$ cat src/rtl/calib_update_sequencer.sv
// calib_update_sequencer: shadowed pixel/filter calibration, committed at frame_end via load_req/load_ack.
// Define LOAD_TIMEOUT_EN to add a load_ack timeout with a sticky load_err output.
module calib_update_sequencer #(
  parameter int PIX_W        = 8,
  parameter int FILT_W       = 4,
  parameter int PIX_DEFAULT  = 128,
  parameter int FILT_DEFAULT = 3,
  parameter int PIX_STEP     = 4,
  parameter int FILT_MAX     = 7,
  parameter int TIMEOUT_CYC  = 255
) (
  input  logic              clock,
  input  logic              reset,
  input  logic              enable_pixel_add,
  input  logic              enable_pixel_sub,
  input  logic              enable_filter_add,
  input  logic              enable_filter_sub,
  input  logic              reset_pixel,
  input  logic              reset_filter,
  input  logic              auto_valid,
  input  logic [PIX_W-1:0]  auto_pixel,
  output logic              auto_ready,
  input  logic              frame_end,
  output logic              load_req,
  input  logic              load_ack,
  output logic [PIX_W-1:0]  pixel_thresh,
  output logic [FILT_W-1:0] filter_size,
  output logic              pending,
  output logic              busy
`ifdef LOAD_TIMEOUT_EN
  , output logic            load_err
`endif
);
  localparam logic [PIX_W-1:0]  PDEF  = PIX_W'(PIX_DEFAULT);
  localparam logic [PIX_W:0]    PSTEP = (PIX_W+1)'(PIX_STEP);
  localparam logic [FILT_W-1:0] FDEF  = FILT_W'(FILT_DEFAULT);
  localparam logic [FILT_W:0]   FMAX  = (FILT_W+1)'(FILT_MAX);
  localparam logic [FILT_W-1:0] FONE  = FILT_W'(1);

  typedef enum logic [1:0] {IDLE, ARMED, LOAD} state_t;
  state_t state, state_n;

  logic [PIX_W-1:0]  pix_sh, pix_c, pix_n;
  logic [FILT_W-1:0] filt_sh, filt_c, filt_n;
  logic [PIX_W:0]    pix_add, pix_sub;
  logic [FILT_W:0]   filt_add;
  logic              dirty, auto_acc, pix_op, filt_op, commit, tmo;

  assign auto_ready = ~(enable_pixel_add | enable_pixel_sub | reset_pixel);
  assign auto_acc   = auto_valid & auto_ready;
  assign pix_op     = enable_pixel_add | enable_pixel_sub | reset_pixel | auto_acc;
  assign filt_op    = enable_filter_add | enable_filter_sub | reset_filter;
  assign commit     = (state == ARMED) & frame_end;
  assign pix_add    = {1'b0, pix_sh} + PSTEP;
  assign pix_sub    = {1'b0, pix_sh} - PSTEP;
  assign filt_add   = {1'b0, filt_sh} + 1'b1;

  always_comb begin
    pix_n  = reset_pixel ? PDEF :
             enable_pixel_add ? (pix_add[PIX_W] ? '1 : pix_add[PIX_W-1:0]) :
             enable_pixel_sub ? (pix_sub[PIX_W] ? '0 : pix_sub[PIX_W-1:0]) :
             auto_acc ? auto_pixel : pix_sh;
    filt_n = reset_filter ? FDEF :
             enable_filter_add ? (filt_add > FMAX ? FMAX[FILT_W-1:0] : filt_add[FILT_W-1:0]) :
             enable_filter_sub ? (filt_sh <= FONE ? FONE : filt_sh - FONE) : filt_sh;
  end

`ifdef LOAD_TIMEOUT_EN
  logic [7:0] cnt;
  assign tmo = (state == LOAD) & ~load_ack & (cnt == 8'(TIMEOUT_CYC - 1));
  always_ff @(posedge clock or posedge reset)
    if (reset) begin
      cnt      <= '0;
      load_err <= 1'b0;
    end else begin
      cnt      <= (state == LOAD) ? cnt + 8'd1 : 8'd0;
      load_err <= load_err | tmo;
    end
`else
  assign tmo = 1'b0;
`endif

  always_ff @(posedge clock or posedge reset)
    if (reset) state <= IDLE;
    else state <= state_n;

  always_comb begin
    state_n = state;
    case (state)
      IDLE:    state_n = dirty ? ARMED : IDLE;
      ARMED:   state_n = frame_end ? LOAD : ARMED;
      LOAD:    state_n = (load_ack | tmo) ? IDLE : LOAD;
      default: state_n = IDLE;
    endcase
  end

  // A same-cycle op during commit keeps dirty set; a timeout forces a retry.
  always_ff @(posedge clock or posedge reset)
    if (reset) begin
      pix_sh  <= PDEF;
      filt_sh <= FDEF;
      pix_c   <= PDEF;
      filt_c  <= FDEF;
      dirty   <= 1'b0;
    end else begin
      pix_sh  <= pix_n;
      filt_sh <= filt_n;
      if (commit) begin
        pix_c  <= pix_sh;
        filt_c <= filt_sh;
      end
      dirty <= tmo | pix_op | filt_op | (dirty & ~commit);
    end

  assign pixel_thresh = pix_c;
  assign filter_size  = filt_c;
  assign load_req     = (state == LOAD);
  assign pending      = dirty;
  assign busy         = (state != IDLE);
endmodule

$ cat config.mk
export PLATFORM = sky130hd
export DESIGN_NAME = calib_update_sequencer
export DESIGN_NICKNAME = d
export VERILOG_FILES = /design/src/rtl/calib_update_sequencer.sv
export SDC_FILE = /design/constraint.sdc
export NUM_CORES = 1
export LEC_CHECK = 0
export ABC_AREA = 1
export BUFFER_PORTS_ARGS = -buffer_cell sky130_fd_sc_hd__buf_2
export CELL_PAD_IN_SITES_DETAIL_PLACEMENT = 2
export CELL_PAD_IN_SITES_GLOBAL_PLACEMENT = 2
export CORE_ASPECT_RATIO = 1.75
export CORE_MARGIN = 8
export CORE_UTILIZATION = 28
export CTS_CLUSTER_DIAMETER = 200
export DETAILED_ROUTE_END_ITERATION = 10
export PLACE_DENSITY_LB_ADDON = 0.1
export SYNTH_ARGS = -nofsm -noshare
export SYNTH_HDL_FRONTEND = slang
export SYNTH_SLANG_ARGS = --single-unit
$ cat constraint.sdc
create_clock -name clock -period 1.42 [get_ports clock]
set_input_delay 0 -clock clock [delete_from_list [all_inputs] [get_ports clock]]
set_output_delay 0 -clock clock [all_outputs]
set_load 0.02 [all_outputs]
==> results of run 1 <==
[placed cells by master, fill, tap and decap left out, drive strengths merged]
master / synthesis / final
dfrtp: 21 / 21
inv: 28 / 28
nand4: 3 / 3
o22ai: 2 / 2
nor2: 23 / 23
dfstp: 6 / 6
a21oi: 7 / 7
mux2: 2 / 2
o21ai: 22 / 22
clkinvlp: 0 / 1
clkbuf: 1 / 3
nand3: 24 / 24
nor3: 1 / 1
o31ai: 2 / 2
buf: 4 / 55
dlygate4sd3: 0 / 5
xor2: 6 / 6
or2: 1 / 1
ha: 5 / 5
o211ai: 3 / 3
nand2: 50 / 50
[power groups by stage]
stage | clock network, mW | registers [mW] | logic (mW)
after CTS | 0.470 | 1.27 | 1.59
after detailed placement | 0 | 1.27 | 1.42
after floorplan | 0 | 1.39 | 0.725
after global placement | 0 | 1.25 | 1.39
final | 0.451 | 1.27 | 1.73
after global routing | 0.496 | 1.31 | 1.93
[worst paths after layout]
check,end,slack (ns),depth (start not counted)
max reg2reg,filt_sh[1],0.0001,6
min reg2reg,state[0],0.47,1
max in group asynchronous,filter_size[0],0.75,4
max,filt_sh[1],0.0001,6
min,pix_sh[0],0.02,3
min in group asynchronous,pix_sh[0],0.35,4
[sequential cells by signal (all words and copies together), names as in the netlist]
| name | cells |
|---|---|
| filter_size | 4 |
| filt_sh | 4 |
| state | 2 |
| pixel_thresh | 8 |
| pix_sh | 8 |
| pending | 1 |
[cell families (layout without fill, tap and decap cells)]
| family | count (synthesis) | count (layout) |
|---|---|---|
| buffers and inverters | 33 | 92 |
| AO/OA/AOI/OAI | 36 | 36 |
| flip-flops | 27 | 27 |
| XOR/XNOR | 6 | 6 |
| AND/OR/NAND/NOR | 102 | 102 |
| multiplexers | 2 | 2 |
| adder cells (fa/ha/maj) | 5 | 5 |
[cell type report]
cell class	count	area [sq um]	share of cell area, %
clock inverter	1	7.507	0.3229
inverter	28	107.6	4.629
tap	78	97.59	4.198
multi-input combinational	151	1001	43.06
sequential	27	684.4	29.44
clock buffer	3	41.29	1.776
timing repair buffer	60	385.4	16.58
[worst register-to-register path: cells and delay by family, from the launching register on]
kind            cells  cell delay [ns]
flops               1             0.61
simple gates        4             0.49
compound gates      1             0.13
buf+inv             1             0.12
[layer usage]
metal / global-route usage (%) / up-vias / routed length, microns
li1: - / 800 / -
met3: 0.9386 / 6 / 78
met2: 27.60 / 23 / 3558
met5: 0 / - / 0
met4: 5.416 / 0 / 102
met1: 12.44 / 832 / 1950
[Yosys cell counts, drive strengths merged (3+ instances only)]
library cell	n	area, sq um
nand2	50	205.2
inv	28	105.1
nand3	24	135.1
nor2	23	113.9
o21ai	22	117.6
dfrtp	21	525.5
a21oi	7	35.03
dfstp	6	157.7
xor2	6	52.55
ha	5	62.56
buf	4	30.02
nand4	3	18.77
o211ai	3	22.52
[what timing repair did]
item                                    CTS  global route
gates cloned                              0             0
hold buffers                              5             0
buffers inserted                          4             1
endpoints found under the setup margin    6            11
gates resized for setup                  13            31
hold endpoints to repair                 25             0
pin swaps                                 7             5
[through the flow]
stage / power [mW] / hold WS (ns) / std cells / cell area [sq um]
floorplan: 2.117 / 0.04827 / 211 / 1652
global route: 3.730 / 0.02859 / 348 / 2325
finish: 3.453 / 0.02299 / 348 / 2325
global placement: 2.640 / 0.08150 / 334 / 2006
detailed placement: 2.689 / 0.08835 / 334 / 2006
CTS: 3.320 / 0.009537 / 347 / 2178
==> results_dict.tcl, run 1 <==
set metrics [dict create \
    syn_inst 211 \
    grt_setup_unrepaired "true" \
    synth.mux.area_fraction_pct 1.364 \
    startpoint "filt_sh[1]" \
    hold_path.class "in -> reg" \
    critPathMaxStageDelay_ns 0.61 \
    die_w_microns 74.06 \
    fin_crit_ns 1.420 \
    fp-row-count 37 \
    setup_slack_ns 0.0001098 \
    hold_viol 0 \
    worst_pin_slew_ns 0.4164 \
    r2r-start "filt_sh[1]" \
    avgSynthCellArea_sq_um 7.827 \
    period_share_pct 99.99 \
    crit_type "reg -> reg" \
    internal_power_mw 1.985 \
    drtPass1Iterations 3 \
    p_sw_mw 1.469 \
    synth_fa_ha_area_share_pct 3.788 \
    synth_compound_area_share_pct 12.27 \
    portBuffers 34 \
    power_density_nw_per_um2 1486 \
    max-cap-violations 0 \
    critical_path.slowest_cell "dfstp_2" \
    cp.arrival_ns 1.64 \
    cts_made_buffers 3 \
    yosys.area_share.simple_pct 29.62 \
    cp_num_buf_inv 1 \
    synthToLayoutAreaGrowth_pct 40.76 \
    drc 0 \
    dp_slack_ns -0.05774 \
    comb_power_share_pct 50.2 \
    ir_drop_mv 0.3946 \
    path_clk_slew_ns 0.10 \
    crit_family "flip-flops" \
    cts_sinks 27 \
    dieArea_sq_um 8709 \
    cts-root-buf "clkbuf_8" \
    fmax_mhz 704.3 \
    cp.required_ns 1.64 \
    leakage_nw 1.141 \
    hp-start "auto_pixel[0]" \
    vias 1661 \
    crit_chain "buf_6 -> nand3_2 -> or2_4 -> nand3_2 -> nand2_1 -> a21oi_2" \
    setup-tns-final_ns 0 \
    fin_nets 295 \
    synth_cell_type_count 28 \
    status "completed" \
    clock-skew-final_ns 0.005588 \
    synth-async-reset-ratio_pct 100.0 \
    synthXorXnorAreaFrac_pct 3.182 \
    cts_max_path_buffers 2 \
    power.share.clock_pct 13.1 \
    die_h_microns 117.6 \
    grt_antenna_before_repair 0 \
    finalSetupViolCount 0 \
    crit_top_cell "nand3_2" \
    synth_edf_count 0 \
    wl_per_cell_microns 16.35 \
    gp_congestion 0.8250 \
    core_area_sq_um 5787 \
    yosysWarnings 0 \
    grt_pass1_vias 1943 \
    crit_path_max_fanout 3 \
    gr-usage-all-layers_pct 13.53 \
    antenna_cells 0 \
    clk_latency_ns 0.27 \
    routed_via_density 4.773 \
    nFillCells 683 \
    io_pins 35 \
    drv_slew 0 \
    grt_start_max_net_pins 28 \
    yosys_register_bits 27 \
    htree_levels 1 \
    antenna_left 0 \
    start_kind "register" \
    netlist_area_sq_um 1652 \
    synthFlopType "dfrtp_1" \
    dp_hpwl_microns 4362 \
    synth_top_family_by_area "simple AND/OR/NAND/NOR gates" \
    sw_frac_of_total_pct 42.53 \
    grt_first_pass_wirelength_microns 9273 \
    cts_tree "yes" \
    grt_overflow_total 0 \
    drtIter0Drc 27 \
    post-route-util_pct 40.17 \
    syn_nets 235 \
    initial_core_util_pct 28.54 \
    totalWireLength_microns 5689 \
    p_seq_share_pct 36.7 \
    slew_headroom_pct 72.09 \
    drive_gt1_share_pct 41.11 \
    ys_seq_area_share_pct 41.36 \
    end_kind "register" \
]
Note: power is estimated with default switching activity, not from simulation.
==> inputs of run 2 (changes only) <==
Settings changed: ABC_AREA 1 to default, CORE_UTILIZATION 28 to 30.
==> run 2 against run 1 <==
  * The run now ends with negative setup slack left
  * Largest power group unchanged
  * Synthesized area grew 0.23%
  * Sequential power shrank 11%
  * Highest routed layer unchanged
  * Total power shrank 19%
  * Critical path type unchanged
  * Register-to-register slack lost 0.20 ns
  * Critical endpoint is now pix_sh[2]
  * Utilization grew 2.7 points
==> results_dict.tcl, run 2 <==
set metrics [dict create \
    status "complete, but fails checks" \
    violations "negative setup slack" \
    yosys_register_bits 27 \
    fin_crit_ns 1.617 \
    crit_chain "inv_4 -> ha_4 -> nor3b_4 -> nand2_2 -> a211oi_2 -> nor2_1 -> a22o_1" \
    regArea_sq_um 683.2 \
    synthToLayoutAreaGrowth_pct 41.04 \
    dieArea_sq_um 8244 \
    cts-root-buf "clkbuf_8" \
    syn_nets 196 \
    sw_frac_of_total_pct 38.46 \
    slew_headroom_pct 71.41 \
    rrSetupSlack_ns -0.20 \
    worst_pin_slew_ns 0.4180 \
    dp_hpwl_microns 4687 \
    multiInputGateArea_sq_um 993.5 \
    layout_commonest_cell "buf_2" \
    syn_inst 172 \
    crit_type "reg -> reg" \
    mostFrequentLayoutCells "34 x buf_2, 32 x buf_4, 21 x dfrtp_1" \
    netlist_area_sq_um 1655 \
    startpoint "pix_sh[2]" \
    core_area_sq_um 5450 \
    path_clk_slew_ns 0.10 \
    grt_antenna_before_repair 0 \
    routed_via_density 5.054 \
    netlist_top_cells_count "21 x dfrtp_1, 15 x nand2_1, 13 x nor2_1" \
    synth.most_common_cell "dfrtp_1" \
    drc 0 \
    ir_drop_mv 0.6742 \
    cts_tree "yes" \
    nFillCells 607 \
    leakage_nw 1.093 \
    avgSynthCellArea_sq_um 9.624 \
    p_seq_share_pct 40.6 \
    fmax_mhz 618.4 \
    antenna_cells 0 \
    portBuffers 34 \
    synth-async-reset-ratio_pct 100.0 \
    setup-tns-final_ns -1.658 \
    cp.required_ns 1.58 \
    vias 1582 \
    grt_setup_unrepaired "true" \
    grt_pass1_vias 1864 \
    crit-reg2reg-capture "pix_sh[2]" \
    design_area_sq_um 2335 \
    die_h_microns 114.3 \
    hold_viol 0 \
    netlist.area_leader.share_pct 31.75 \
    netlist_top_cells_area "dfrtp_1 32%, dfstp_2 9.5%, mux2_2 4.8%" \
    finalSetupViolCount 11 \
    cts_made_buffers 3 \
    reg2regPathDepth 7 \
    cp_num_buf_inv 1 \
    gr-usage-all-layers_pct 14.52 \
    p_sw_mw 1.075 \
    fp-row-count 36 \
    fin_nets 262 \
    whs_path_depth 4 \
    wl_per_cell_microns 18.84 \
    crit_family "flip-flops" \
    post-route-util_pct 42.84 \
    gp_congestion 0.8148 \
    ys_seq_area_share_pct 41.27 \
    cts_sinks 27 \
    clk_latency_ns 0.27 \
    drtPass1Iterations 4 \
    critPathMaxStageDelay_ns 0.45 \
    yosysWarnings 0 \
    comb_power_share_pct 43.8 \
    postPlaceCellArea_sq_um 2088 \
    grt_first_pass_wirelength_microns 9384 \
    drive_gt1_share_pct 47.68 \
    hold_path.class "in -> reg" \
    grt_overflow_total 0 \
    whs_endpoint "state[0]" \
    cts_max_path_buffers 2 \
    synth_top_area_cell "dfrtp_1" \
    power.total_mw 2.796 \
    crit_path_max_fanout 4 \
    end_kind "register" \
    die_w_microns 72.15 \
    drtIter0Drc 35 \
    grt_start_max_net_pins 28 \
    max-cap-violations 0 \
    drv_slew 0 \
    io_pins 35 \
    critical_path.slowest_cell "dfrtp_1" \
    totalWireLength_microns 5898 \
    start_kind "register" \
    internal_power_mw 1.721 \
    power.share.clock_pct 15.6 \
    htree_levels 1 \
    period_share_pct 113.9 \
    power_density_nw_per_um2 1197 \
    synth_edf_count 0 \
    hp-start "frame_end" \
    r2r-start "pix_sh[2]" \
    cp.arrival_ns 1.78 \
    initial_core_util_pct 30.37 \
    synthFlopType "dfrtp_1" \
    clock-skew-final_ns 0.01243 \
    antenna_left 0 \
    hold_ws_ns 0.05094 \
    synth_cell_type_count 52 \
    setup_slack_ns -0.1970 \
]
run 2: cell count changes after synthesis, moves of 6 or more:
cell and change:
nand2_1 -30, nand3_1 -18, nor3_1 +6, o21ai_0 -6, inv_1 -13
run 2: per-layer routing:
metal	wire length, microns	part of all wire (%)	track usage, %
met3	162	2.7	2.105
met1	1887	32	12.64
met4	162	2.7	5.213
met2	3686	62	30.65
met5	0	0	0
run 2: cell families after synthesis:
| kind of cell | after synthesis | synth area share, % |
|---|---|---|
| compound gates | 44 | 18.60 |
| xor+xnor | 2 | 1.058 |
| fa+ha+maj | 5 | 3.779 |
| buf+inv | 21 | 7.331 |
| flops | 27 | 41.27 |
| mux | 12 | 7.786 |
| simple gates | 61 | 20.18 |
run 2: tightest hold or removal path: cells and delay by family:
| kind | cells | cell delay [ns] |
|---|---|---|
| buffers and inverters | 2 | 0.15 |
| multiplexers | 1 | 0.06 |
| AND/OR/NAND/NOR | 1 | 0.08 |
run 2: what timing repair did:
item / CTS / global route
gates resized for setup: 14 / 6
hold buffers: 4 / 0
pin swaps: 6 / 5
buffers inserted: 4 / 2
endpoints found under the hold margin: 25 / 0
setup endpoints to repair: 12 / 12
run 2: layout make-up:
cell class / instances / area share [%]
Timing Repair Buffer: 71 / 20.15
Multi-Input combinational cell: 124 / 42.55
Sequential cell: 27 / 29.26
Tap cell: 76 / 4.073
Inverter: 11 / 1.983
Clock buffer: 3 / 1.768
Clock inverter: 1 / 0.2144
run 2: power by group through the flow:
stage | logic [mW] | registers, mW | clock network (mW)
after floorplan | 0.557 | 1.25 | 0
after global placement | 1.08 | 1.13 | 0
after detailed placement | 1.13 | 1.15 | 0
after CTS | 1.20 | 1.13 | 0.455
after global routing | 1.33 | 1.16 | 0.482
final | 1.22 | 1.13 | 0.437
run 2: metrics by stage:
| stage | std cells | worst slack, ns |
|---|---|---|
| global placement | 299 | -0.2273 |
| global route | 313 | -0.2841 |
| detailed placement | 299 | -0.2951 |
| floorplan | 172 | -0.1405 |
| CTS | 311 | -0.1981 |
| finish | 313 | -0.1970 |
run 2: worst max path at each step:
stage	slack, ns	end	depth (start not counted)
after CTS	-0.20	pix_sh[1]	7
after global routing	-0.28	pix_sh[1]	6
final	-0.20	pix_sh[2]	7
after floorplan	-0.14	pix_sh[7]	8
after global placement	-0.23	pix_sh[1]	7
after detailed placement	-0.30	filt_sh[2]	5
==> inputs of run 3 (changes only) <==
Settings changed: CELL_PAD_IN_SITES_DETAIL_PLACEMENT 2 to 1, TNS_END_PERCENT from default to 50.
==> run 3 against run 2 <==
  * The run still ends with negative setup slack left
  * Global-route usage decreased by 1.5 points
  * Register-to-register slack hardly changed
  * Clock skew fell by 0.0087 ns
  * Design area up 1.3%
  * Sequential power is essentially flat
  * Via count is 1.3% lower
  * Total power is 0.54% higher
  * Maximum frequency about the same
  * Critical path type unchanged
  * Largest power group unchanged
  * Highest routed layer unchanged
==> results_dict.tcl, run 3 (synthesized netlist as in run 2, its figures left out) <==
set metrics [dict create \
    status "complete, but fails checks" \
    violations "negative setup slack" \
    slew_headroom_pct 71.41 \
    fp-row-count 36 \
    ir_drop_mv 0.4912 \
    cp.required_ns 1.59 \
    r2r-start "pix_sh[2]" \
    whs_endpoint "pending" \
    design_area_sq_um 2365 \
    fin_crit_ns 1.616 \
    drive_gt1_share_pct 50.41 \
    grt_setup_unrepaired "true" \
    wl_per_cell_microns 16.11 \
    grt_pass1_vias 1758 \
    io_pins 35 \
    postPlaceCellArea_sq_um 2138 \
    max-cap-violations 0 \
    drtPass1Iterations 4 \
    routed_via_density 4.881 \
    die_h_microns 114.3 \
    rrSetupSlack_ns -0.20 \
    post-route-util_pct 43.39 \
    grt_overflow_total 0 \
    layout_commonest_cell "buf_4" \
    power.total_mw 2.811 \
    path_clk_slew_ns 0.09 \
    setup_slack_ns -0.1957 \
    clock-skew-final_ns 0.003702 \
    worst_pin_slew_ns 0.4289 \
    grt_antenna_before_repair 0 \
    drv_slew 0 \
    gr-usage-all-layers_pct 12.99 \
    cts_max_path_buffers 2 \
    clk_latency_ns 0.27 \
    reg2regPathDepth 8 \
    grt_first_pass_wirelength_microns 8514 \
    crit_type "reg -> reg" \
    vias 1562 \
    leakage_nw 1.119 \
    crit_path_max_fanout 3 \
    hold_viol 0 \
    crit-reg2reg-capture "pix_sh[0]" \
    dp_cells 306 \
    power_density_nw_per_um2 1189 \
    fmax_mhz 618.9 \
    portBuffers 34 \
    hp-start "enable_filter_sub" \
    grt_start_max_net_pins 28 \
    start_kind "register" \
    dp_hpwl_microns 4120 \
    period_share_pct 113.8 \
    synthToLayoutAreaGrowth_pct 42.86 \
    cts_sinks 27 \
    totalWireLength_microns 5156 \
    htree_levels 1 \
    core_area_sq_um 5450 \
    cts_made_buffers 3 \
    cp.arrival_ns 1.78 \
    antenna_left 0 \
    die_w_microns 72.15 \
    fin_nets 269 \
    drtIter0Drc 31 \
    instances_no_fill 320 \
    cts_tree "yes" \
    antenna_cells 0 \
    cts-root-buf "clkbuf_8" \
    gp_congestion 0.8448 \
    whs_path_depth 3 \
    end_kind "register" \
    initial_core_util_pct 30.37 \
    hold_path.class "in -> reg" \
    finalSetupViolCount 11 \
    nFillCells 646 \
    drc 0 \
    dieArea_sq_um 8244 \
    mostFrequentLayoutCells "39 x buf_4, 34 x buf_2, 19 x dfrtp_1" \
]
==> run 3: cell count changes in the layout (fill, tap and decap cells not counted), sizes merged <==
cell and delta:
clkinv -1, clkinvlp +1, buf +7
==> run 3: worst max-delay path by stage <==
stage	startpoint	to	slack, ns	cells past startpoint
after CTS	pix_sh[2]	pix_sh[7]	-0.22	7
after global routing	pix_sh[2]	pix_sh[7]	-0.27	7
after global placement	pix_sh[3]	pix_sh[1]	-0.25	7
final	pix_sh[2]	pix_sh[0]	-0.20	8
after floorplan	pix_sh[2]	pix_sh[7]	-0.14	8
after detailed placement	pix_sh[3]	pix_sh[0]	-0.32	8
==> run 3: stage by stage <==
stage	hold slack [ns]	setup WS (ns)	TNS [ns]
2_1_floorplan	0.04827	-0.1412	-0.8840
3_3_place_gp	0.07710	-0.2456	-2.088
3_5_place_dp	0.08289	-0.3186	-2.604
4_1_cts	0.006042	-0.2152	-1.772
5_1_grt	0.03286	-0.2715	-2.187
6_report	0.02626	-0.1957	-1.359
==> run 3: worst max-delay path, cell delays in order (launching register included) <==
cell	delay, ns
dfrtp_2	0.45
inv_4	0.07
ha_4	0.13
nor3b_4	0.20
buf_4	0.16
a311oi_2	0.11
nor2_4	0.14
mux2i_1	0.20
nor2_1	0.05
==> run 3: layout make-up <==
| class | instances | area, sq um | share of cell area (%) |
|---|---|---|---|
| timing repair buffer | 78 | 523.0 | 22.12 |
| multi-input combinational | 124 | 968.4 | 40.95 |
| sequential | 27 | 685.7 | 28.99 |
| inverter | 11 | 43.79 | 1.852 |
| clock inverter | 1 | 7.507 | 0.3175 |
| clock buffer | 3 | 41.29 | 1.746 |
| tap | 76 | 95.09 | 4.021 |
==> run 3: per-layer routing <==
layer | vias to the layer above | global-route usage [%] | wire length [microns]
met2 | 33 | 24.89 | 2982
met5 | - | 0 | 0
met3 | 10 | 2.544 | 184
met4 | 0 | 6.722 | 121
li1 | 761 | - | -
met1 | 758 | 12.31 | 1867
==> run 3: repair_timing <==
| item | in CTS | in global routing |
|---|---|---|
| hold buffers | 4 | 0 |
| gates resized for setup | 16 | 10 |
| setup buffers | 4 | 3 |
| hold endpoints to repair | 25 | 0 |
| endpoints found under the setup margin | 12 | 12 |
| pin swaps | 9 | 11 |
==> run 3: where the power goes <==
| group | switching [mW] | internal [mW] | total (mW) | leakage [nW] |
|---|---|---|---|---|
| Clock | 0.245 | 0.199 | 0.444 | 0.0217 |
| Sequential | 0.134 | 0.982 | 1.12 | 0.332 |
| Combinational | 0.668 | 0.582 | 1.25 | 0.765 |
